## config.mk

```make
export PLATFORM = sky130hd
export DESIGN_NAME = seq_alu_datapath
export DESIGN_NICKNAME = d
export VERILOG_FILES = /design/src/rtl/seq_alu_datapath.sv
export SDC_FILE = /design/constraint.sdc
export NUM_CORES = 1
export LEC_CHECK = 0
export BUFFER_PORTS_ARGS = -buffer_cell sky130_fd_sc_hd__buf_2
export CAP_MARGIN = 20
export CORE_MARGIN = 2
export CORE_UTILIZATION = 65
export CTS_CLUSTER_SIZE = 25
export DETAILED_ROUTE_END_ITERATION = 12
export GPL_TIMING_DRIVEN = 0
export PLACE_DENSITY_LB_ADDON = 0.1
export SYNTH_ARGS = -nofsm -noshare
export SYNTH_HDL_FRONTEND = slang
export SYNTH_SLANG_ARGS = --single-unit
```

## constraint.sdc

```tcl
create_clock -name Clk -period 6.4 [get_ports Clk]
set_input_delay 0.96 -clock Clk [delete_from_list [all_inputs] [get_ports Clk]]
set_output_delay 0.96 -clock Clk [all_outputs]
set_load 0.05 [all_outputs]
```

## src/rtl/seq_alu_datapath.sv

```systemverilog
// Sequential ALU datapath: A/B operand registers, answer register with
// feedback, opcode ALU with status flags and a shift-add multiplier.
module seq_alu_datapath #(
    parameter int WIDTH  = 8,
    parameter bit MUL_EN = 1'b1
) (
    input  logic             Clk,
    input  logic             Reset,
    input  logic [WIDTH-1:0] InputA,
    input  logic [WIDTH-1:0] InputB,
    input  logic             A_select,
    input  logic             B_select,
    input  logic             Aload,
    input  logic             Bload,
    input  logic [2:0]       select_mode,
    input  logic             Start,
    output logic             Busy,
    output logic             Done,
    output logic [WIDTH-1:0] Output,
    output logic             Zero,
    output logic             Carry,
    output logic             Overflow
);

    localparam int CW = $clog2(WIDTH + 1);
    localparam int PW = 2 * WIDTH;

    typedef enum logic [2:0] {
        OP_ADD = 3'b000,
        OP_SUB = 3'b001,
        OP_AND = 3'b010,
        OP_OR  = 3'b011,
        OP_XOR = 3'b100,
        OP_SHL = 3'b101,
        OP_SHR = 3'b110,
        OP_MUL = 3'b111
    } op_t;

    typedef enum logic [1:0] {
        S_IDLE = 2'b00,
        S_EXEC = 2'b01,
        S_MUL  = 2'b10
    } state_t;

    state_t           state_q;
    op_t              op_q;
    logic [WIDTH-1:0] a_q;
    logic [WIDTH-1:0] b_q;
    logic [WIDTH-1:0] opa_q;
    logic [WIDTH-1:0] opb_q;
    logic [WIDTH-1:0] ans_q;
    logic [PW-1:0]    acc_q;
    logic [PW-1:0]    mcand_q;
    logic [WIDTH-1:0] mplier_q;
    logic [CW-1:0]    cnt_q;
    logic             busy_q;
    logic             done_q;
    logic             zero_q;
    logic             carry_q;
    logic             ovf_q;

    logic [WIDTH-1:0] a_mux;
    logic [WIDTH-1:0] b_mux;
    logic [WIDTH-1:0] alu_res;
    logic             alu_c;
    logic             alu_v;
    logic [WIDTH:0]   sum_w;
    logic [WIDTH:0]   dif_w;
    logic [PW-1:0]    acc_nxt;
    logic [WIDTH-1:0] mul_lo;
    logic [WIDTH-1:0] mul_hi;
    logic             start_mul;

    assign a_mux = A_select ? ans_q : InputA;
    assign b_mux = B_select ? ans_q : InputB;

    assign start_mul = (select_mode == OP_MUL) && MUL_EN;

    assign Output   = ans_q;
    assign Busy     = busy_q;
    assign Done     = done_q;
    assign Zero     = zero_q;
    assign Carry    = carry_q;
    assign Overflow = ovf_q;

    // Single-cycle ALU evaluated on the operand latches captured at Start.
    always_comb begin
        alu_res = '0;
        alu_c   = 1'b0;
        alu_v   = 1'b0;
        sum_w   = {1'b0, opa_q} + {1'b0, opb_q};
        dif_w   = {1'b0, opa_q} - {1'b0, opb_q};
        unique case (op_q)
            OP_ADD: begin
                alu_res = sum_w[WIDTH-1:0];
                alu_c   = sum_w[WIDTH];
                alu_v   = (opa_q[WIDTH-1] == opb_q[WIDTH-1]) &&
                          (sum_w[WIDTH-1] != opa_q[WIDTH-1]);
            end
            OP_SUB: begin
                alu_res = dif_w[WIDTH-1:0];
                alu_c   = dif_w[WIDTH];
                alu_v   = (opa_q[WIDTH-1] != opb_q[WIDTH-1]) &&
                          (dif_w[WIDTH-1] != opa_q[WIDTH-1]);
            end
            OP_AND: alu_res = opa_q & opb_q;
            OP_OR:  alu_res = opa_q | opb_q;
            OP_XOR: alu_res = opa_q ^ opb_q;
            OP_SHL: begin
                alu_res = {opa_q[WIDTH-2:0], 1'b0};
                alu_c   = opa_q[WIDTH-1];
            end
            OP_SHR: begin
                alu_res = {1'b0, opa_q[WIDTH-1:1]};
                alu_c   = opa_q[0];
            end
            OP_MUL: alu_res = '0;
        endcase
    end

    // One shift-add multiply step: add the shifted multiplicand when the
    // current multiplier LSB is set.
    always_comb begin
        acc_nxt = mplier_q[0] ? (acc_q + mcand_q) : acc_q;
        mul_lo  = acc_nxt[WIDTH-1:0];
        mul_hi  = acc_nxt[PW-1:WIDTH];
    end

    // Control FSM with operand, multiplier, answer and flag registers.
    always_ff @(posedge Clk or posedge Reset) begin
        if (Reset) begin
            state_q  <= S_IDLE;
            op_q     <= OP_ADD;
            a_q      <= '0;
            b_q      <= '0;
            opa_q    <= '0;
            opb_q    <= '0;
            ans_q    <= '0;
            acc_q    <= '0;
            mcand_q  <= '0;
            mplier_q <= '0;
            cnt_q    <= '0;
            busy_q   <= 1'b0;
            done_q   <= 1'b0;
            zero_q   <= 1'b0;
            carry_q  <= 1'b0;
            ovf_q    <= 1'b0;
        end else begin
            done_q <= 1'b0;
            unique case (state_q)
                S_IDLE: begin
                    if (Aload) a_q <= a_mux;
                    if (Bload) b_q <= b_mux;
                    if (Start) begin
                        op_q     <= op_t'(select_mode);
                        opa_q    <= a_q;
                        opb_q    <= b_q;
                        acc_q    <= '0;
                        mcand_q  <= {{WIDTH{1'b0}}, a_q};
                        mplier_q <= b_q;
                        busy_q   <= 1'b1;
                        if (start_mul) begin
                            state_q <= S_MUL;
                            cnt_q   <= CW'(WIDTH);
                        end else begin
                            state_q <= S_EXEC;
                        end
                    end
                end
                S_EXEC: begin
                    ans_q   <= alu_res;
                    zero_q  <= (alu_res == '0);
                    carry_q <= alu_c;
                    ovf_q   <= alu_v;
                    done_q  <= 1'b1;
                    busy_q  <= 1'b0;
                    state_q <= S_IDLE;
                end
                S_MUL: begin
                    acc_q    <= acc_nxt;
                    mcand_q  <= mcand_q << 1;
                    mplier_q <= mplier_q >> 1;
                    cnt_q    <= cnt_q - CW'(1);
                    if (cnt_q == CW'(1)) begin
                        ans_q   <= mul_lo;
                        zero_q  <= (mul_lo == '0);
                        carry_q <= (mul_hi != '0);
                        ovf_q   <= 1'b0;
                        done_q  <= 1'b1;
                        busy_q  <= 1'b0;
                        state_q <= S_IDLE;
                    end
                end
                default: state_q <= S_IDLE;
            endcase
        end
    end

endmodule

```

; ---- Word-level counts from Yosys, hierarchy flattened
; Index checks and enable logic that the tools add are counted.
; Widths: inputs -> output; s select.
[totals]
reg_bits = 94
output_inout_bits = 13
wordCells = 90
[classes]
n_addsub = 4
eq_ne = 18
n_mux = 31
bitwise = 3
reduce_logical = 18
[op_table]
columns = operator, count
row1 = $pmux 16 s2, 2
row2 = $pmux 8 s8, 1
row3 = $mux 16, 3
row4 = $mux 8, 4
row5 = $pmux 8 s2, 2
row6 = $add 16x16->16, 1
row7 = $logic_not 8->1, 2
row8 = $eq 3x3->1 const B, 5
row9 = $reduce_and 2->1, 6
row10 = $pmux 1 s2, 5
row11 = $add 8x8->9, 1
row12 = $sub 8x8->9, 1
row13 = $and 8x8->8, 1
row14 = $mux 4, 2
row15 = $or 8x8->8, 1
row16 = $pmux 4 s2, 1
row17 = $reduce_bool 8->1, 1
row18 = $xor 8x8->8, 1
row19 = $eq 3x2->1 const B, 2
row20 = $mux 2, 3
row21 = $ne 2x2->1 const B, 3
row22 = $reduce_and 3->1, 2
row23 = $mux 1, 5
row24 = $eq 4x1->1 const B, 1
row25 = other kinds (14), 18

; ---- Logic depth before layout (Yosys ltp)
; Gate-level depths: netlist of the first run.
[logic_depth]
ltp_word = 5
ltp_mapped = 11
ltp_nobuf = 11

; ---- Worst setup path before layout of the first run
; OpenSTA, ideal clock, no wires.
[synth_timing]
path_type = register to register
from = register acc_q[0]
to = register carry_q (netlist: Carry)
setup_time_ns = 0.140
t_arrival_ns = 2.461
t_required_ns = 6.260
path_slack_ns = 3.800
stages_incl_launch_ff = 11
period_less_slack_ns = 2.600
cell_sequence = dfrtp_1 ha_1 fa_1 a21o_1 a221oi_2 o211a_1 a21boi_1 or3_1 a31oi_1 and2b_1 a41oi_2
[synth_between]
elab_chain_cells = 5
[synth_lines]
columns = element, line
row1 = "start, declared", 52  ; logic [PW-1:0] acc_q;
row2 = "start signal, assigned", 180  ; acc_q <= acc_nxt;
row3 = $add 16x16->16, 124  ; acc_nxt = mplier_q[0] ? (acc_q + mcand_q) : acc_q;
row4 = $mux 16, 124
row5 = $reduce_bool 8->1, 187  ; carry_q <= (mul_hi != '0);
row6 = $mux 1, 184  ; if (cnt_q == CW'(1)) begin
row7 = $pmux 1 s2, 150  ; unique case (state_q)
row8 = "end signal, assigned", 173  ; carry_q <= alu_c;
row9 = "end signal, assigned", 187
row10 = "end, declared", 59  ; logic carry_q;
; Every way passes these cells. The select of a mux whose other input is x is not followed.
; A chain may end at the register's enable or synchronous reset.

; ---- Worst setup path in the final report of the first run
[layout_timing]
from = register opa_q[0]
to = register zero_q (netlist: Zero)
[layout_between]
elab_chain_cells = 4
[layout_lines]
columns = element, line
row1 = "start, declared", 49  ; logic [WIDTH-1:0] opa_q;
row2 = "start signal, assigned", 156  ; opa_q <= a_q;
row3 = "$sub 8x8->9, or another cell as far along", 92  ; dif_w = {1'b0, opa_q} - {1'b0, opb_q};
row4 = $pmux 8 s8 *, 93  ; unique case (op_q)
row5 = $logic_not 8->1 *, 172  ; zero_q <= (alu_res == '0);
row6 = $pmux 1 s2 *, 150
row7 = "end signal, assigned", 172
row8 = "end signal, assigned", 186  ; zero_q <= (mul_lo == '0);
row9 = "end, declared", 58  ; logic zero_q;
; Mark *: on every way between the ends. The rest lies on a longest branch, timed or not.

==> flow_metrics.py, run 1 <==
metrics = {
    "critical_path": {
        "timing.critical_path.fanout_max": 5,
        "crit_required_ns": 6.68,
        "critPathKind": "flip-flop to flip-flop",
        "cp-start-kind": "flip-flop",
        "critPathCaptureType": "flip-flop",
        "critPathLaunch": "opa_q[0]$_DFFE_PP0P_",
        "worstPathArrival_ns": 3.29,
        "r2r-start": "opa_q[0]$_DFFE_PP0P_",
    },
    "job": {
        "max_cap_violations": 0,
    },
    "timing": {
        "fin_crit_sh": 0.470,
        "hold_violations": 0,
        "rsz0062_at_grt": "no",
        "fin_crit_ns": 3.01,
        "setup_ws_ns": 3.39,
        "fmax_mhz": 333,
        "setup_violations": 0,
        "timing.slew.headroom": 0.490,
        "fin_skew_ns": 0.0178,
        "tightest_slew_ns": 0.766,
        "slew_violations": 0,
        "setup_tns_ns": 0,
    },
    "pwr": {
        "pwr-share-comb": 0.559,
        "leakagePower_nw": 3.13,
        "p_sw_mw": 1.55,
        "clockPowerShare": 0.117,
        "vdd_ir_drop_max_v": 0.000321,
        "seqPwrFrac": 0.324,
        "power.total_mw": 3.22,
        "p_int_mw": 1.67,
        "p_sw_frac": 0.481,
        "p_per_area_nw_per_um2": 483,
    },
    "global_route": {
        "grt_util_met3": 0.0524,
        "antenna_found_initial": 0,
        "top_usage_layer": "met2",
        "use_met2": 0.479,
        "grt_remaining_overflow": 0,
        "grt_first_pass_wirelength_um": 25200,
        "grtUsageTotal": 0.316,
        "grt_max_degree": 67,
        "use_met1": 0.471,
        "grt_pass1_vias": 5045,
    },
    "detailed_routing": {
        "first_iter_violations": 384,
        "drtAntennaViolNets": 0,
        "drc_errors": 0,
        "wl_um": 15400,
        "first_pass_iters": 5,
        "via_per_inst": 6.35,
        "vias": 5174,
        "post_drt_wl_per_cell_um": 18.9,
    },
    "layout": {
        "area_growth_pct": 8.66,
        "final_layout_size_suffix_gt1_frac": 0.136,
        "utilization": 0.725,
        "final_cell_mix": "dfrtp_1 (94), nand2_1 (64), o21ai_0 (52)",
        "register_area_sq_um": 2350,
        "final_common_cell": "dfrtp_1",
        "fill_cells": 704,
        "antenna_cells": 0,
        "nets": 773,
        "multi_input_area_sq_um": 3510,
    },
    "clock_network": {
        "cts_resized": 0,
        "clock_sinks": 94,
        "clockRootBuffer": "clkbuf_8",
        "clk_pin_slew_worst_paths_ns": 0.10,
        "postCtsHoldBufs": 0,
        "htree_levels": 3,
        "worstSkewPairLatency_ns": 0.37,
        "cts_setup_buffers": 0,
        "cts_tree": "yes",
        "cts_buffers": 9,
        "cts.path.max_buffers": 2,
    },
    "die": {
        "die_h_um": 101,
        "rows": 35,
        "fp.dieW_um": 101,
        "die_area_sq_um": 10200,
        "ios": 39,
        "start_util": 0.667,
        "core_sq_um": 9200,
    },
    "placement": {
        "hpwl_um": 11900,
        "place_congestion": 0.948,
        "port_buffers": 36,
        "dp_slack_ns": 3.48,
    },
    "outcome": {
        "status": "completed",
    },
    "hold_path": {
        "hold_path_startpoint": "mplier_q[1]$_DFFE_PP0P_",
        "min_path_type": "flip-flop to flip-flop",
    },
    "synthesis": {
        "synthArstFlopShare": 1.00,
        "yosysSeqAreaShare": 0.383,
        "synth_edf_count": 0,
        "synthesis.area_sq_um": 6140,
        "ys.flop_type": "dfrtp_1",
        "synthCells": 651,
        "synth.distinct_cells": 66,
        "synth_nets": 725,
        "synth.avg_cell_area_sq_um": 9.43,
        "ys_warn_count": 0,
        "synth_seq_cells": 94,
    },
}
[synth_stat cells (6+ instances only)]
cell / instances / area share
buf_2: 6 / 0.0049
o21ai_0: 52 / 0.042
o21bai_1: 6 / 0.0073
a21o_1: 12 / 0.015
nand3_1: 13 / 0.011
xor2_1: 8 / 0.011
ha_1: 45 / 0.092
mux2i_1: 45 / 0.073
dfrtp_1: 94 / 0.38
clkbuf_1: 24 / 0.015
nor2b_1: 7 / 0.0071
xnor2_1: 11 / 0.016
nand2b_1: 7 / 0.0071
a22o_1: 14 / 0.020
nor2_1: 41 / 0.025
a221oi_1: 6 / 0.0086
a21oi_1: 44 / 0.036
mux2_2: 25 / 0.046
nand2_1: 64 / 0.039
inv_1: 33 / 0.020
[per-layer routing]
metal | share of wire | up-vias | wire, um
met3 | 0.086 | 19 | 1320
met4 | 0.016 | 0 | 246
li1 | - | 2416 | -
met1 | 0.45 | 2530 | 6990
met5 | 0 | - | 0
met2 | 0.45 | 209 | 6860
[registers in the layout (all words and copies together), names as in the netlist, 8 cells and up]
name / cells
opa_q: 8
opb_q: 8
mcand_q: 16
a_q: 8
Output: 8
mplier_q: 8
acc_q: 16
b_q: 8
[cell families after synthesis]
| group | after synthesis | share of synthesized area |
|---|---|---|
| buf+inv | 70 | 0.0446 |
| compound gates | 190 | 0.205 |
| fa+ha+maj | 48 | 0.102 |
| flops | 94 | 0.383 |
| mux | 70 | 0.119 |
| simple gates | 160 | 0.119 |
| xor+xnor | 19 | 0.0271 |
[stage by stage]
stage	instance area, sq um	cells	hold slack (ns)
finish	6670	815	0.487
global route	6670	815	0.531
CTS	6670	815	0.493
detailed placement	6490	799	0.470
global placement	6460	798	0.463
floorplan	6140	651	0.450
[worst max-delay path, stage by stage (launching register included)]
cell      delay (ns)
dfrtp_1         0.45
inv_1           0.09
ha_1            0.24
fa_1            0.43
o21ba_2         0.22
o21bai_1        0.23
mux2i_1         0.13
xor2_1          0.16
a221oi_1        0.44
and4_1          0.30
nand4_1         0.10
o21ai_1         0.14
[worst paths after layout]
| check | slack, ns | endpoint | cells past startpoint |
|---|---|---|---|
| max in group asynchronous | 5.18 | Overflow$_DFFE_PP0P_ | 3 |
| min in group asynchronous | 0.58 | cnt_q[0]$_DFFE_PP0P_ | 2 |
| worst min register to register | 0.49 | mplier_q[1]$_DFFE_PP0P_ | 2 |
| worst max register to register | 3.39 | Zero$_DFFE_PP0P_ | 11 |
| worst max-delay path | 3.39 | Zero$_DFFE_PP0P_ | 11 |
| worst min-delay path | 0.49 | mplier_q[1]$_DFFE_PP0P_ | 2 |
[cell type report]
type                       count  area share
buffer                        36      0.0219
clock buffer                  11      0.0212
clock inverter                 5     0.00619
inverter                      34      0.0195
multi-input combinational    487       0.527
sequential                    94       0.353
tap                          111      0.0208
timing repair buffer          37      0.0311
[power by group through the flow]
stage	clock network [mW]	registers (mW)	logic (mW)
floorplan	0	1.08	1.27
global placement	0	1.04	1.71
detailed placement	0	1.05	1.77
CTS	0.380	1.04	1.78
global route	0.405	1.07	1.99
finish	0.376	1.05	1.80
Note: power is estimated with default switching activity, not from simulation.
==> run 2, diff against run 1 <==
ABC_AREA = 1   (was unset)
CORE_UTILIZATION = 62   (was 65)
clock period = 3 ns   (was 6.4 ns; I/O delays follow)
==> run 2 against run 1 <==
Cell area grew 4.7%. Clock-buffer cell count shrank 2. Combinational power grew 120%. Routed wire length grew 15%. Global-route usage grew 1.6 points. Final cell count grew 34%. Setup slack lost 2.8 ns. Critical endpoint unchanged.
==> flow_metrics.py, run 2 <==
metrics = {
    "outcome": {
        "status": "completed",
    },
    "critical_path": {
        "r2r-start": "opa_q[6]$_DFFE_PP0P_",
        "critPathKind": "flip-flop to flip-flop",
        "timing.critical_path.fanout_max": 7,
        "cp_top_family": "simple AND/OR/NAND/NOR gates",
        "critPathLaunch": "opa_q[6]$_DFFE_PP0P_",
        "worst_path_max_delay_cell": "dfrtp_1",
        "cp-start-kind": "flip-flop",
        "crit_chain": "inv_1, ha_1, inv_2, a21o_1, a21oi_1, nand2_1, nand2_1, nand3_1, nor2_1, nand2_1, nor2_1, nand3_1, a21oi_2",
        "reg2reg_depth": 13,
        "cp.depth": 13,
        "crit_required_ns": 3.31,
        "cpPeakStageDelay_ns": 0.49,
        "path_buf_inv": 2,
        "path_common_cell": "nand2_1",
        "critPathCaptureType": "flip-flop",
        "worstPathArrival_ns": 2.70,
    },
    "global_route": {
        "grtUsageTotal": 0.332,
        "grt_first_pass_wirelength_um": 29000,
        "grt_max_degree": 69,
        "grt_pass1_vias": 5904,
        "grt_remaining_overflow": 0,
        "antenna_found_initial": 0,
    },
    "clock_network": {
        "postCtsHoldBufs": 0,
        "htree_levels": 3,
        "cts.path.max_buffers": 2,
        "worstSkewPairLatency_ns": 0.38,
        "cts_buffers": 9,
        "cts_resized": 0,
        "cts_setup_buffers": 0,
        "clock_sinks": 94,
        "cts_tree": "yes",
        "clockRootBuffer": "clkbuf_8",
        "clk_pin_slew_worst_paths_ns": 0.11,
    },
    "synthesis": {
        "ys_top_cells_by_area": "dfrtp_1 (37%), nand2_1 (14%), ha_1 (8.8%)",
        "synth.distinct_cells": 41,
        "synth-compound-area-share": 0.162,
        "synth_seq_cells": 94,
        "synth_edf_count": 0,
        "synth.avg_cell_area_sq_um": 7.07,
        "yosysMostFrequentCell": "nand2_1",
        "yosysTopAreaCellShare": 0.369,
        "synthAdderAreaFrac": 0.0977,
        "ys_warn_count": 0,
        "synthXorXnorAreaFrac": 0.00962,
        "synthesis.area_sq_um": 6370,
        "synth_top_family_by_area": "simple AND/OR/NAND/NOR gates",
        "synth-simple-area-share": 0.260,
        "muxShareOfSynthArea": 0,
        "ys.flop_type": "dfrtp_1",
        "yosysSeqAreaShare": 0.369,
        "synthTopCellsByCount": "nand2_1 (233), inv_1 (139), dfrtp_1 (94)",
        "synth_nets": 976,
        "synthCells": 902,
        "synthArstFlopShare": 1.00,
        "synth_top_area_cell": "dfrtp_1",
    },
    "die": {
        "die_h_um": 105,
        "start_util": 0.629,
        "die_area_sq_um": 11100,
        "core_sq_um": 10100,
        "fp.dieW_um": 105,
        "rows": 37,
        "ios": 39,
    },
    "detailed_routing": {
        "wl_um": 17800,
        "first_iter_violations": 574,
        "via_per_inst": 5.73,
        "vias": 6265,
        "post_drt_wl_per_cell_um": 16.3,
        "first_pass_iters": 5,
        "drc_errors": 0,
        "drtAntennaViolNets": 0,
    },
    "layout": {
        "final_common_cell": "nand2_1",
        "design_area_sq_um": 6990,
        "fin_cells": 1093,
        "area_growth_pct": 9.60,
        "final_layout_size_suffix_gt1_frac": 0.0773,
        "final_cell_mix": "nand2_1 (233), inv_1 (138), dfrtp_1 (94)",
        "antenna_cells": 0,
        "nets": 1026,
        "largestRegisters": "acc_q (16), mcand_q (16)",
        "utilization": 0.689,
    },
    "pwr": {
        "leakagePower_nw": 3.62,
        "p_per_area_nw_per_um2": 1020,
        "vdd_ir_drop_max_v": 0.000689,
    },
    "timing": {
        "fin_crit_sh": 0.795,
        "fin_skew_ns": 0.0182,
        "fmax_mhz": 419,
        "slew_violations": 0,
        "fin_crit_ns": 2.39,
        "rsz0062_at_grt": "no",
        "tightest_slew_ns": 0.583,
        "hold_violations": 0,
        "timing.slew.headroom": 0.611,
        "setup_violations": 0,
    },
    "placement": {
        "dp.cells": 1077,
        "hpwl_um": 14100,
        "placed_cell_area_sq_um": 6770,
        "port_buffers": 38,
        "place_congestion": 0.975,
    },
    "hold_path": {
        "min_path_type": "input pin to async pin",
    },
    "job": {
        "max_cap_violations": 0,
    },
}
run 2: cell count changes after synthesis, sizes merged, moves of 11 or more:
cell / previous run / this run
nor2: 41 / 78
mux2i: 45 / 0
o22ai: 5 / 36
a22o: 14 / 1
o21ai: 55 / 76
a21oi: 44 / 33
inv: 33 / 144
nand2: 64 / 234
mux2: 25 / 0
nand3: 13 / 63
run 2: path summary, 6_finish.rpt:
kind / to / slack (ns)
worst max-delay path: Zero$_DFFE_PP0P_ / 0.61
worst min-delay path: state_q[0]$_DFFE_PP0P_ / 0.04
worst max register to register: Zero$_DFFE_PP0P_ / 0.61
min in group Clk: op_q[0]$_DFFE_PP0P_ / 0.31
max in group asynchronous: op_q[0]$_DFFE_PP0P_ / 2.31
worst min register to register: Overflow$_DFFE_PP0P_ / 0.48
run 2: area by class of cell:
cell class / count / area, sq um
tap: 136 / 170
inverter: 145 / 547
fill: 858 / 3150
clock buffer: 9 / 124
buffer: 25 / 101
sequential: 94 / 2350
timing repair buffer: 39 / 218
multi-input combinational: 638 / 3380
clock inverter: 7 / 97.6
run 2: logic make-up after synthesis:
group                    after synthesis
adder cells (fa/ha/maj)               48
XOR/XNOR                               7
AND/OR/NAND/NOR                      402
buffers and inverters                170
AO/OA/AOI/OAI                        181
flip-flops                            94
run 2: per-layer routing:
layer	wire, um	vias up	GRT usage
met2	7810	266	0.516
li1	-	3041	-
met5	0	-	0
met4	471	0	0.113
met1	7930	2919	0.473
met3	1580	39	0.0538
run 2: power by group:
part	switching (mW)	internal (mW)
Sequential	0.511	1.72
Combinational	2.70	1.27
Clock	0.539	0.415
Total	3.75	3.41
run 2: metrics by stage:
step | setup TNS, ns | setup slack (ns) | hold WS [ns] | power (mW)
finish | 0 | 0.614 | 0.0377 | 7.16
global route | 0 | 0.405 | 0.0529 | 7.76
CTS | 0 | 0.627 | 0.0395 | 7.08
detailed placement | 0 | 0.660 | 0.459 | 6.13
global placement | -82.26 | -0.880 | 0.458 | 6.01
floorplan | 0 | 0.101 | 0.454 | 5.00
